--- config.mk ---
export PLATFORM = sky130hd
export DESIGN_NAME = eth_rx_mac_filter
export DESIGN_NICKNAME = d
export VERILOG_FILES = /design/src/rtl/eth_rx_mac_filter.sv
export SDC_FILE = /design/constraint.sdc
export NUM_CORES = 1
export LEC_CHECK = 0
export CORE_MARGIN = 2
export CORE_UTILIZATION = 50
export DETAILED_ROUTE_END_ITERATION = 10
export PLACE_DENSITY = 0.77
export SYNTH_ARGS = -nofsm -noshare
export SYNTH_HDL_FRONTEND = slang
export SYNTH_SLANG_ARGS = --single-unit
--- constraint.sdc ---
create_clock -name clk -period 4.8 [get_ports clk]
set_input_delay 0.96 -clock clk [delete_from_list [all_inputs] [get_ports clk]]
set_output_delay 0.96 -clock clk [all_outputs]
set_load 0.005 [all_outputs]
--- src/rtl/eth_rx_mac_filter.sv ---
// ---------------------------------------------------------------------------
// eth_rx_mac_filter
//
// Serial Ethernet frame receiver with a destination-MAC filter. Bytes arrive
// LSB first on a SPI-style link (sck/sda/n_ss). Each completed byte is
// presented on d/a with a one-clock active-low write strobe for an external
// frame buffer. The first six bytes (destination MAC) are compared against
// the station address and broadcast. A frame that matches neither is
// inhibited for the rest of its duration.
//
// Ports
//   clk        in   system clock, all logic on the rising edge
//   rst        in   synchronous reset, active high
//   sck        in   serial bit clock (asynchronous to clk), data valid on rise
//   sda        in   serial data, LSB of each byte first
//   n_ss       in   frame select, active low for the whole frame
//   d          out  received byte for the buffer
//   a          out  byte address within the frame (0 = first byte)
//   n_we       out  buffer write strobe, active low, one clk wide
//   n_cs       out  buffer chip select, active low while a frame is active
//   n_inhibit  out  low = frame rejected by the MAC filter
// ---------------------------------------------------------------------------
module eth_rx_mac_filter #(
  parameter logic [47:0] MAC         = 48'hFEFAF6F2EEEA,
  parameter int          ADDR_W      = 11,
  parameter int          SYNC_STAGES = 2
) (
  input  logic              clk,
  input  logic              rst,
  input  logic              sck,
  input  logic              sda,
  input  logic              n_ss,
  output logic [7:0]        d,
  output logic [ADDR_W-1:0] a,
  output logic              n_we,
  output logic              n_cs,
  output logic              n_inhibit
);

  typedef enum logic {
    IDLE  = 1'b0,
    FRAME = 1'b1
  } state_t;

  localparam logic [ADDR_W-1:0] A_MAX = '1;

  // Destination-MAC byte k as it appears on the wire (byte 0 first).
  function automatic logic [7:0] mac_byte(input logic [ADDR_W-1:0] idx);
    logic [7:0] r;
    r = 8'h00;
    for (int k = 0; k < 6; k++) begin
      if (int'(idx) == k) r = MAC[47-8*k -: 8];
    end
    return r;
  endfunction

  // Address increment that sticks at the top of the buffer.
  function automatic logic [ADDR_W-1:0] addr_sat_inc(input logic [ADDR_W-1:0] x);
    return (x == A_MAX) ? x : x + 1'b1;
  endfunction

  state_t state, state_nxt;

  logic [SYNC_STAGES-1:0] sck_sync, sda_sync, nss_sync;
  logic sck_s, sda_s, nss_s;
  logic sck_prev, nss_prev;
  logic sck_rise, nss_rise, nss_fall;

  logic       in_frame, bit_stb, byte_done, frame_end, rejected;
  logic [2:0] bit_cnt;
  logic [7:0] shift, byte_nxt;
  logic       match_own, match_bcast;
  logic       full;
  logic       end_pend;

  // --- input synchronizers and edge detection ---
  // These flops carry no reset: the edge detectors keep tracking the pins
  // through reset, so an n_ss already low when reset releases is not seen
  // as a falling edge.
  always_ff @(posedge clk) begin
    sck_sync <= {sck_sync[SYNC_STAGES-2:0], sck};
    sda_sync <= {sda_sync[SYNC_STAGES-2:0], sda};
    nss_sync <= {nss_sync[SYNC_STAGES-2:0], n_ss};
    sck_prev <= sck_s;
    nss_prev <= nss_s;
  end

  assign sck_s    = sck_sync[SYNC_STAGES-1];
  assign sda_s    = sda_sync[SYNC_STAGES-1];
  assign nss_s    = nss_sync[SYNC_STAGES-1];
  assign sck_rise = sck_s & ~sck_prev;
  assign nss_rise = nss_s & ~nss_prev;
  assign nss_fall = ~nss_s & nss_prev;

  assign in_frame  = (state == FRAME);
  assign bit_stb   = in_frame & sck_rise;
  assign byte_done = bit_stb & (bit_cnt == 3'd7);
  assign byte_nxt  = {sda_s, shift[7:1]};
  assign rejected  = ~match_own & ~match_bcast;

  // When the last bit and the n_ss rise land together, the byte's write is
  // let through first and the frame is closed one clock later via end_pend.
  assign frame_end = in_frame & (end_pend | (nss_rise & ~byte_done));

  // --- frame FSM ---
  always_ff @(posedge clk) begin
    if (rst) state <= IDLE;
    else     state <= state_nxt;
  end

  always_comb begin
    state_nxt = state;
    case (state)
      IDLE:    if (nss_fall)  state_nxt = FRAME;
      FRAME:   if (frame_end) state_nxt = IDLE;
      default: state_nxt = IDLE;
    endcase
  end

  // --- byte assembly, filter and buffer interface ---
  always_ff @(posedge clk) begin
    if (rst) begin
      d           <= 8'h00;
      a           <= '0;
      n_we        <= 1'b1;
      n_cs        <= 1'b1;
      n_inhibit   <= 1'b1;
      bit_cnt     <= 3'd0;
      shift       <= 8'h00;
      match_own   <= 1'b0;
      match_bcast <= 1'b0;
      full        <= 1'b0;
      end_pend    <= 1'b0;
    end else begin
      n_we <= 1'b1;

      // Retire the write strobe: advance the address unless the frame was
      // just rejected. Writing the last address marks the buffer full so
      // later bytes are dropped.
      if (!n_we && !rejected && !full) begin
        a <= addr_sat_inc(a);
        if (a == A_MAX) full <= 1'b1;
      end

      if (state == IDLE) begin
        if (nss_fall) begin
          a           <= '0;
          bit_cnt     <= 3'd0;
          match_own   <= 1'b1;
          match_bcast <= 1'b1;
          full        <= 1'b0;
          n_cs        <= 1'b0;
        end
      end else begin
        if (bit_stb) begin
          shift   <= byte_nxt;
          bit_cnt <= bit_cnt + 3'd1;
        end

        if (byte_done) begin
          d <= byte_nxt;
          if (n_inhibit && !full) n_we <= 1'b0;
          // The address equals the byte index while the MAC is arriving.
          if (int'(a) < 6) begin
            match_own   <= match_own & (byte_nxt == mac_byte(a));
            match_bcast <= match_bcast & (byte_nxt == 8'hFF);
          end
          if (nss_rise) end_pend <= 1'b1;
        end

        if (rejected) n_inhibit <= 1'b0;

        if (frame_end) begin
          n_cs      <= 1'b1;
          n_inhibit <= 1'b1;
          bit_cnt   <= 3'd0;
          end_pend  <= 1'b0;
        end
      end
    end
  end

endmodule

* After elaboration in Yosys (flattened, before gate mapping)
Cells that the tools add are included.
** Word-level totals
- Word-level logic and storage cells :: 111
- Input port bits :: 5
- Register bits :: 46
- Output and inout bits :: 22
** Operators by class
- Muxes and demuxes :: 41
- Equal/unequal tests :: 13
- Order comparisons :: 1
- Reductions and logical operators :: 19
- Bitwise logic cells :: 18
- Add/sub/neg operators :: 2
** Operators by type and width (count)
- two-way mux 8 bit :: 10
- two-way mux 11 bit :: 4
- equality test 11 x 3 -> 1 bit, second input constant :: 2
- equality test 11 x 4 -> 1 bit, second input constant :: 2
- two-way mux 1 bit :: 22
- two-way mux 3 bit :: 4
- adder 11 x 1 -> 11 bit, second input constant :: 1
- equality test 11 bit, second input constant :: 1
- equality test 11 x 2 -> 1 bit, second input constant :: 1
- logical NOT 11 bit :: 1
- < comparator 11 x 3 -> 1 bit, second input constant :: 1
- bitwise AND 1 bit :: 10
- AND reduction 2 bit :: 5
- equality test 8 bit :: 1
- equality test 8 bit, second input constant :: 1
- nonzero test 2 bit :: 4
- NOT 1 bit :: 7
- inequality test 2 x 1 -> 1 bit, second input constant :: 3
- AND reduction 3 bit :: 2
- adder 3 x 1 -> 3 bit, second input constant :: 1
- equality test 3 bit, second input constant :: 1
- logical AND 1 bit :: 3
- logical NOT 1 bit :: 3
- inequality test 3 x 1 -> 1 bit, second input constant :: 1
- other kinds (3) :: 3

* Logic depth before layout (Yosys ltp)
Gate-level depths: netlist of run 1.
- Depth after elaboration :: 16
- Mapped depth :: 7
- Depth with buffers taken out :: 6

* Worst setup path after synthesis of run 1
Ideal clock, no wire load.
- Kind :: reg-to-reg
- Start :: register a[0]
- End :: register a[5]
- Cell stages (with the launch flop) :: 7
- Path buffers :: 1
- Required time :: 4.730 ns
- Arrival :: 1.788 ns
- Setup time :: 0.070 ns
- Period minus slack after synthesis :: 1.858 ns
- Setup slack :: 2.942 ns
- Cell sequence :: dfxtp_1 > ha_1 > and2_2 > and4_1 > clkbuf_1 > or4_2 > a21oi_1
** Between the ends
- Cells in the longest elaborated chain, start to end :: 5
- Elaborated cells on any way between the ends :: 6
- Those cells by class :: add/sub (1); eq/ne (1); mux (4)
** Ends and longest elaborated chain
- from (decl) :: line 34 : output logic [ADDR_W-1:0] a,
- from (signal assigned) :: line 141 : a <= addr_sat_inc(a);
- adder 11 x 1 -> 11 bit or equality test 11 bit (tied branches) :: line 59 : return (x == A_MAX) ? x : x + 1'b1;
- two-way mux 11 bit (*) :: line 59
- two-way mux 11 bit (*) :: line 140 : if (!n_we && !rejected && !full) begin
- two-way mux 11 bit :: line 146 : if (nss_fall) begin
- two-way mux 11 bit (*) :: line 145 : if (state == IDLE) begin
Every way passes the cells marked *; elsewhere a longest branch is shown, timed or not.
A chain may end at the register's enable or synchronous reset.

==> metrics.csv, run 1 <==
metric;value;unit
prevailing post-synth register cell;dfxtp_1;
sequential share of power;56.8;%
Critical Path Source Type;input pin;
Post-synth EDFFs;0;
Critical Path RT;5.01;ns
Leak;0.897;nW
CP max FO;25;
Final WS setup;2.34;ns
min-delay worst type;reg -> reg;
CP top delay family;buffers and inverters;
drt wl/cell;13.5;um
cts repair resizes;0;
Post-Syn Area;2020;um2
post-synthesis cell type count;44;
share of layout cells above drive strength 1;6.02;%
Place WS;2.01;ns
Layout Nets;259;
final setup violation count;0;
Power Dens Cells;284;nW/um2
Largest stage delay, worst path;0.87;ns
chip width;67.5;um
FP Rows;23;
TritonCTS Buffers;5;
Slew Viols, Final;0;
vias per cell;5.58;
unrepaired setup endpoints after global routing;no;
Worst-Skew Late Latency;0.30;ns
CTS tree;yes;
Fmax;406;MHz
Initial Util;51.2;%
GRT Util Overall;20.2;%
Max Cap Viol;0;
drt pass-1 iters;4;
Clock Tree Buf Depth;2;
Die ar.;4560;um2
Comb pwr share;4.0;%
Die H;67.5;um
Mean Syn Cell Area;8.89;um2
global-route wire length before repair;6920;um
Tmin final;2.46;ns
CTS Sinks;45;
Crit Path Class;in -> reg;
Mapped Cells;227;
final hold vios;0;
initial antenna violation count;0;
hold buffer count at CTS;0;
Antenna Nets Post-Route;0;
post-route setup TNS;0;ns
Rel. slew slack;39.8;%
fin area;2400;um2
area taken by multi-input logic gates;1050;um2
Yosys warning count;0;
overall power;0.000680;W
Root Driver;clkbuf_8;
status;finished clean;
vias in the first global route;1515;
post-synthesis sequential area ratio;44.6;%
IO Count;27;
Worst VDD drop;0.000207;V
sw power;0.000154;W
Worst EP arrival;2.67;ns
sw frac;22.6;%
Int Power;0.000526;W
Core ar.;3940;um2
Iteration-0 DRC Markers;93;
Buf/Inv on CP;1;
port buffer count;26;
Syn Nets;238;
HPWL Detailed;2790;um
total grt overflow;0;
area growth from synthesis to layout;18.8;%
Post-DP Area;2290;um2
Post-Route Skew;0.00604;ns
H-tree depth;2;
final cycle utilization of the critical path;51.3;%
worst slew pin tran;0.901;ns
critical path, cell by cell;clkdlybuf4s50_1 -> nor4bb_1 -> mux2i_1 -> o41ai_2;
fraction of registers with async set/reset;0;%
DR vias;1668;
# diodes;0;
#FFs+latches synth;45;
RD Place Congestion;0.775;
WL final;4040;um
CP max stage cell;clkdlybuf4s50_1;
register area;901;um2
Clk network pwr share;39.2;%
crit end category;register;
largest net degree at the start of global routing;26;
number of setup buffers added after CTS;0;
DRC violations left;0;
Cell Count, Final, Fillers Out;299;
Placed Instances;291;
clk slew on worst S/H paths;0.09;ns
# fillers;336;
-- layout make-up --
class                   count  share of cell area (%)
flip-flops and latches     45                    37.6
inverters                   5                   0.783
well taps                  50                    2.61
multi-input cells         165                    43.8
repair buffers             26                    10.9
clock buffers               7                    4.02
clock inverters             1                   0.365
-- cell usage in the layout (no fill, tap or decap), types with 3 or more instances in the layout --
master           count
a211oi_1             3
a21oi_1             23
and4_1               3
clkbuf_8             7
clkdlybuf4s50_1     26
dfxtp_1             45
ha_1                 6
inv_1                5
mux2i_1              9
nand2_1             30
nand2b_1             5
nand3_1              5
nand4_1              5
nor2_1              18
nor2b_1              5
nor3_1               3
o21ai_0              4
o31ai_1              3
or4_1                7
-- power groups by stage --
stage               registers, W  logic [W]  clock network (W)
finish                  0.000387  0.0000273           0.000266
global placement        0.000395  0.0000270                  0
global route            0.000388  0.0000307           0.000289
floorplan               0.000393  0.0000197                  0
CTS                     0.000387  0.0000276           0.000271
detailed placement      0.000395  0.0000274                  0
-- per-stage QoR --
step                util [%]  hold slack [ns]
floorplan                  -            0.310
global placement        58.1            0.313
detailed placement      58.1            0.317
CTS                     60.8            0.337
global route            60.8            0.340
finish                  60.8            0.336
-- metal layers --
layer | vias up | global-route usage (%) | wire length [um] | part of all wire [%]
met2 | 28 | 30.3 | 1830 | 45
met1 | 770 | 26.7 | 2000 | 49
met4 | 0 | 7.65 | 53 | 1.3
met3 | 6 | 6.83 | 160 | 4.0
met5 | - | 0 | 0 | 0
li1 | 864 | - | - | -
-- worst paths after layout --
| path | start | end | slack [ns] | cells after the start |
|---|---|---|---|---|
| setup / recovery | rst | match_own | 2.34 | 4 |
| hold / removal | sck_sync[0] | sck_sync[1] | 0.34 | 0 |
| setup reg to reg | bit_cnt[0] | match_bcast | 2.64 | 6 |
| hold reg to reg | sck_sync[0] | sck_sync[1] | 0.34 | 0 |
-- synthesized netlist by cell type (all sizes together), types with 2 or more instances --
master	number	share of area (%)
dfxtp	45	45
nand2	30	5.6
a21oi	23	5.7
nor2	18	3.3
clkbuf	9	1.7
mux2i	9	4.5
or4	8	3.0
ha	6	3.7
inv	5	0.93
nand2b	5	1.5
nand3	5	1.2
nand4	5	1.5
nor2b	5	1.5
o21ai	5	1.2
a211oi	3	1.1
and2	3	0.99
and4	3	1.3
buf	3	0.74
nor3	3	0.74
o31a	3	1.4
o31ai	3	1.1
o41ai	3	1.7
a2111oi	2	1.8
a21o	2	0.74
a31oi	2	0.62
and3	2	0.62
nand4b	2	0.87
nor4	2	0.62
nor4b	2	1.2
o21a	2	0.74
o21bai	2	0.74
or3	2	0.62
-- worst register-to-register path: stages, from the launching register on --
cell and delay, ns:
dfxtp_1 0.36, ha_1 0.15, ha_1 0.15, nand4b_1 0.46
or4_1 0.67, o21ai_1 0.15, a21oi_1 0.08
-- logic make-up after synthesis --
group | synth area share, %
compound gates | 17.7
fa+ha+maj | 3.72
buf+inv | 3.35
flops | 44.6
mux | 4.46
simple gates | 26.2
-- registers in the layout, summed over array words and instances, names as in the netlist, 2 cells and up --
name	cells
nss_sync	2
a	11
sda_sync	2
bit_cnt	3
shift	7
sck_sync	2
d	8
No activity file was read; power rests on OpenSTA's default activity.
==> run 2, diff against run 1 <==
Clock period 4.8 ns to 2.5 ns, I/O delays scaled along.
==> metrics.csv, run 2 (synthesis gave the netlist of run 1 again) <==
metric;value;unit;change
DR vias;1705;;+2.2%
cts repair resizes;0;;unchanged
Worst-Skew Late Latency;0.31;ns;about the same
unrepaired setup endpoints after global routing;no;;
final hold vios;0;;unchanged
Initial Util;51.2;%;unchanged
post-layout util;60.8;%;unchanged
Die H;67.5;um;unchanged
hold_sp;sck_sync[0];;
WL met3;148;um;-7.5%
sw frac;23.9;%;+1.2 points
DRC violations left;0;;unchanged
Worst Reg-to-Reg Cells;6;;unchanged
min-delay worst type;reg -> reg;;
Fmax;501;MHz;
Critical Path Source Type;register;;
final setup violation count;0;;unchanged
Leak;0.896;nW;-0.15%
Crit Path Class;reg -> reg;;
Endpoint, Worst Hold;sck_sync[1];;
clk slew on worst S/H paths;0.09;ns;about the same
met2 WL;1870;um;+2.2%
Worst R2R Setup Slack;0.50;ns;-2.14 ns
vias in the first global route;1489;;-1.7%
Layout Nets;261;;+0.77%
HPWL Detailed;2900;um;+3.8%
Critical Path RT;2.72;ns;-2.29 ns
CTS Sinks;45;;unchanged
vias per cell;5.66;;+1.5%
WL met1;1940;um;-2.7%
Int Power;0.000955;W;+81%
WL final;4060;um;+0.32%
max FFs per register;11;;unchanged
Core ar.;3940;um2;unchanged
H-tree depth;2;;unchanged
Iteration-0 DRC Markers;47;;-49%
GRT Util Overall;19.6;%;-0.51 points
Regs by FF count;a x11, d x8, shift x7;;
hold depth;0;;unchanged
# fillers;358;;+6.5%
sequential share of power;59.2;%;+2.4 points
total grt overflow;0;;unchanged
initial antenna violation count;0;;unchanged
chip width;67.5;um;unchanged
# diodes;0;;unchanged
TritonCTS Buffers;5;;unchanged
Tmin final;2.00;ns;
Rel. slew slack;62.5;%;+23 points
Power Dens Cells;523;nW/um2;+84%
Post-Route Skew;0.00671;ns;+0.000667 ns
area taken by multi-input logic gates;1050;um2;unchanged
share of layout cells above drive strength 1;6.77;%;+0.75 points
post-route setup TNS;0;ns;unchanged
port buffer count;26;;unchanged
final cycle utilization of the critical path;79.8;%;
worst flop-to-flop path startpoint;a[0];;
Antenna Nets Post-Route;0;;unchanged
drt wl/cell;13.5;um;-0.34%
RD Place Congestion;0.815;;+5.2%
sw power;0.000299;W;+94%
FP Rows;23;;unchanged
Root Driver;clkbuf_8;;
largest net degree at the start of global routing;16;;-38%
commonest cells after routing, fill and taps aside;45 x dfxtp_1, 30 x nand2_1, 26 x clkdlybuf4s50_1;;
number of setup buffers added after CTS;0;;unchanged
Die ar.;4560;um2;unchanged
Clock Tree Buf Depth;2;;unchanged
area growth from synthesis to layout;18.8;%;unchanged
hold buffer count at CTS;0;;unchanged
Worst R2R End;match_own;;
Max Cap Viol;0;;unchanged
CP max FO;7;;-72%
max layer used;met4;;
crit end category;register;;
worst slew pin tran;0.561;ns;-0.340 ns
Largest Register;a;;
Clk network pwr share;36.5;%;-2.7 points
global-route wire length before repair;6700;um;-3.2%
IO Count;27;;unchanged
CTS tree;yes;;
Slew Viols, Final;0;;unchanged
drt pass-1 iters;4;;unchanged
register area;901;um2;unchanged
Comb pwr share;4.3;%;+0.3 points
Worst EP arrival;2.22;ns;-0.45 ns
commonest non-fill, non-tap cell in the layout;dfxtp_1;;
Worst VDD drop;0.000421;V;+100%
status;finished clean;;
run 2: cell types whose count changed in the layout (fill, tap and decap cells not counted), sizes merged:
cell / change
buf: +2
clkinvlp: +1
clkbuf: -2
clkinv: +1
run 2: routing by layer:
layer / track usage, % / vias to the layer above
li1: - / 869
met1: 25.3 / 800
met2: 29.5 / 26
met3: 4.33 / 10
met4: 12.5 / 0
met5: 0 / -
run 2: metrics by stage:
| step | cells | hold slack [ns] | setup WS, ns | power [W] | area (um2) |
|---|---|---|---|---|---|
| 2_1_floorplan | 227 | 0.310 | 0.642 | 0.000793 | 2020 |
| 3_3_place_gp | 293 | 0.311 | 0.564 | 0.000811 | 2310 |
| 3_5_place_dp | 293 | 0.315 | 0.517 | 0.000813 | 2310 |
| 4_1_cts | 301 | 0.335 | 0.498 | 0.00127 | 2400 |
| 5_1_grt | 301 | 0.341 | 0.354 | 0.00131 | 2400 |
| 6_report | 301 | 0.332 | 0.504 | 0.00125 | 2400 |
run 2: how the worst max path moves through the flow:
stage | from | endpoint | slack, ns | cells past startpoint
2_1_floorplan | a[0] | a[5] | 0.64 | 6
3_3_place_gp | rst | a[6] | 0.56 | 3
3_5_place_dp | a[0] | match_own | 0.52 | 6
4_1_cts | a[0] | match_own | 0.50 | 6
5_1_grt | a[0] | match_own | 0.35 | 6
6_report | a[0] | match_own | 0.50 | 6
run 2: area by class of cell:
type	count	area share [%]
tap	50	2.61
clock inverter	3	0.887
timing repair buffer	28	11.5
clock buffer	5	2.87
sequential	45	37.6
inverter	5	0.783
multi-input combinational	165	43.8
run 2: power groups by stage:
stage	combinational [W]	clock [W]	sequential, W
after floorplan	0.0000379	0	0.000755
after global placement	0.0000526	0	0.000759
after detailed placement	0.0000534	0	0.000759
after CTS	0.0000539	0.000470	0.000743
after global routing	0.0000586	0.000503	0.000746
final	0.0000535	0.000458	0.000743
run 2: critical path, stage by stage, from the launching register on:
cell,delay [ns]
dfxtp_1,0.45
inv_1,0.14
ha_1,0.25
nor4_1,0.39
nor3_1,0.08
o31a_1,0.30
o41ai_2,0.31
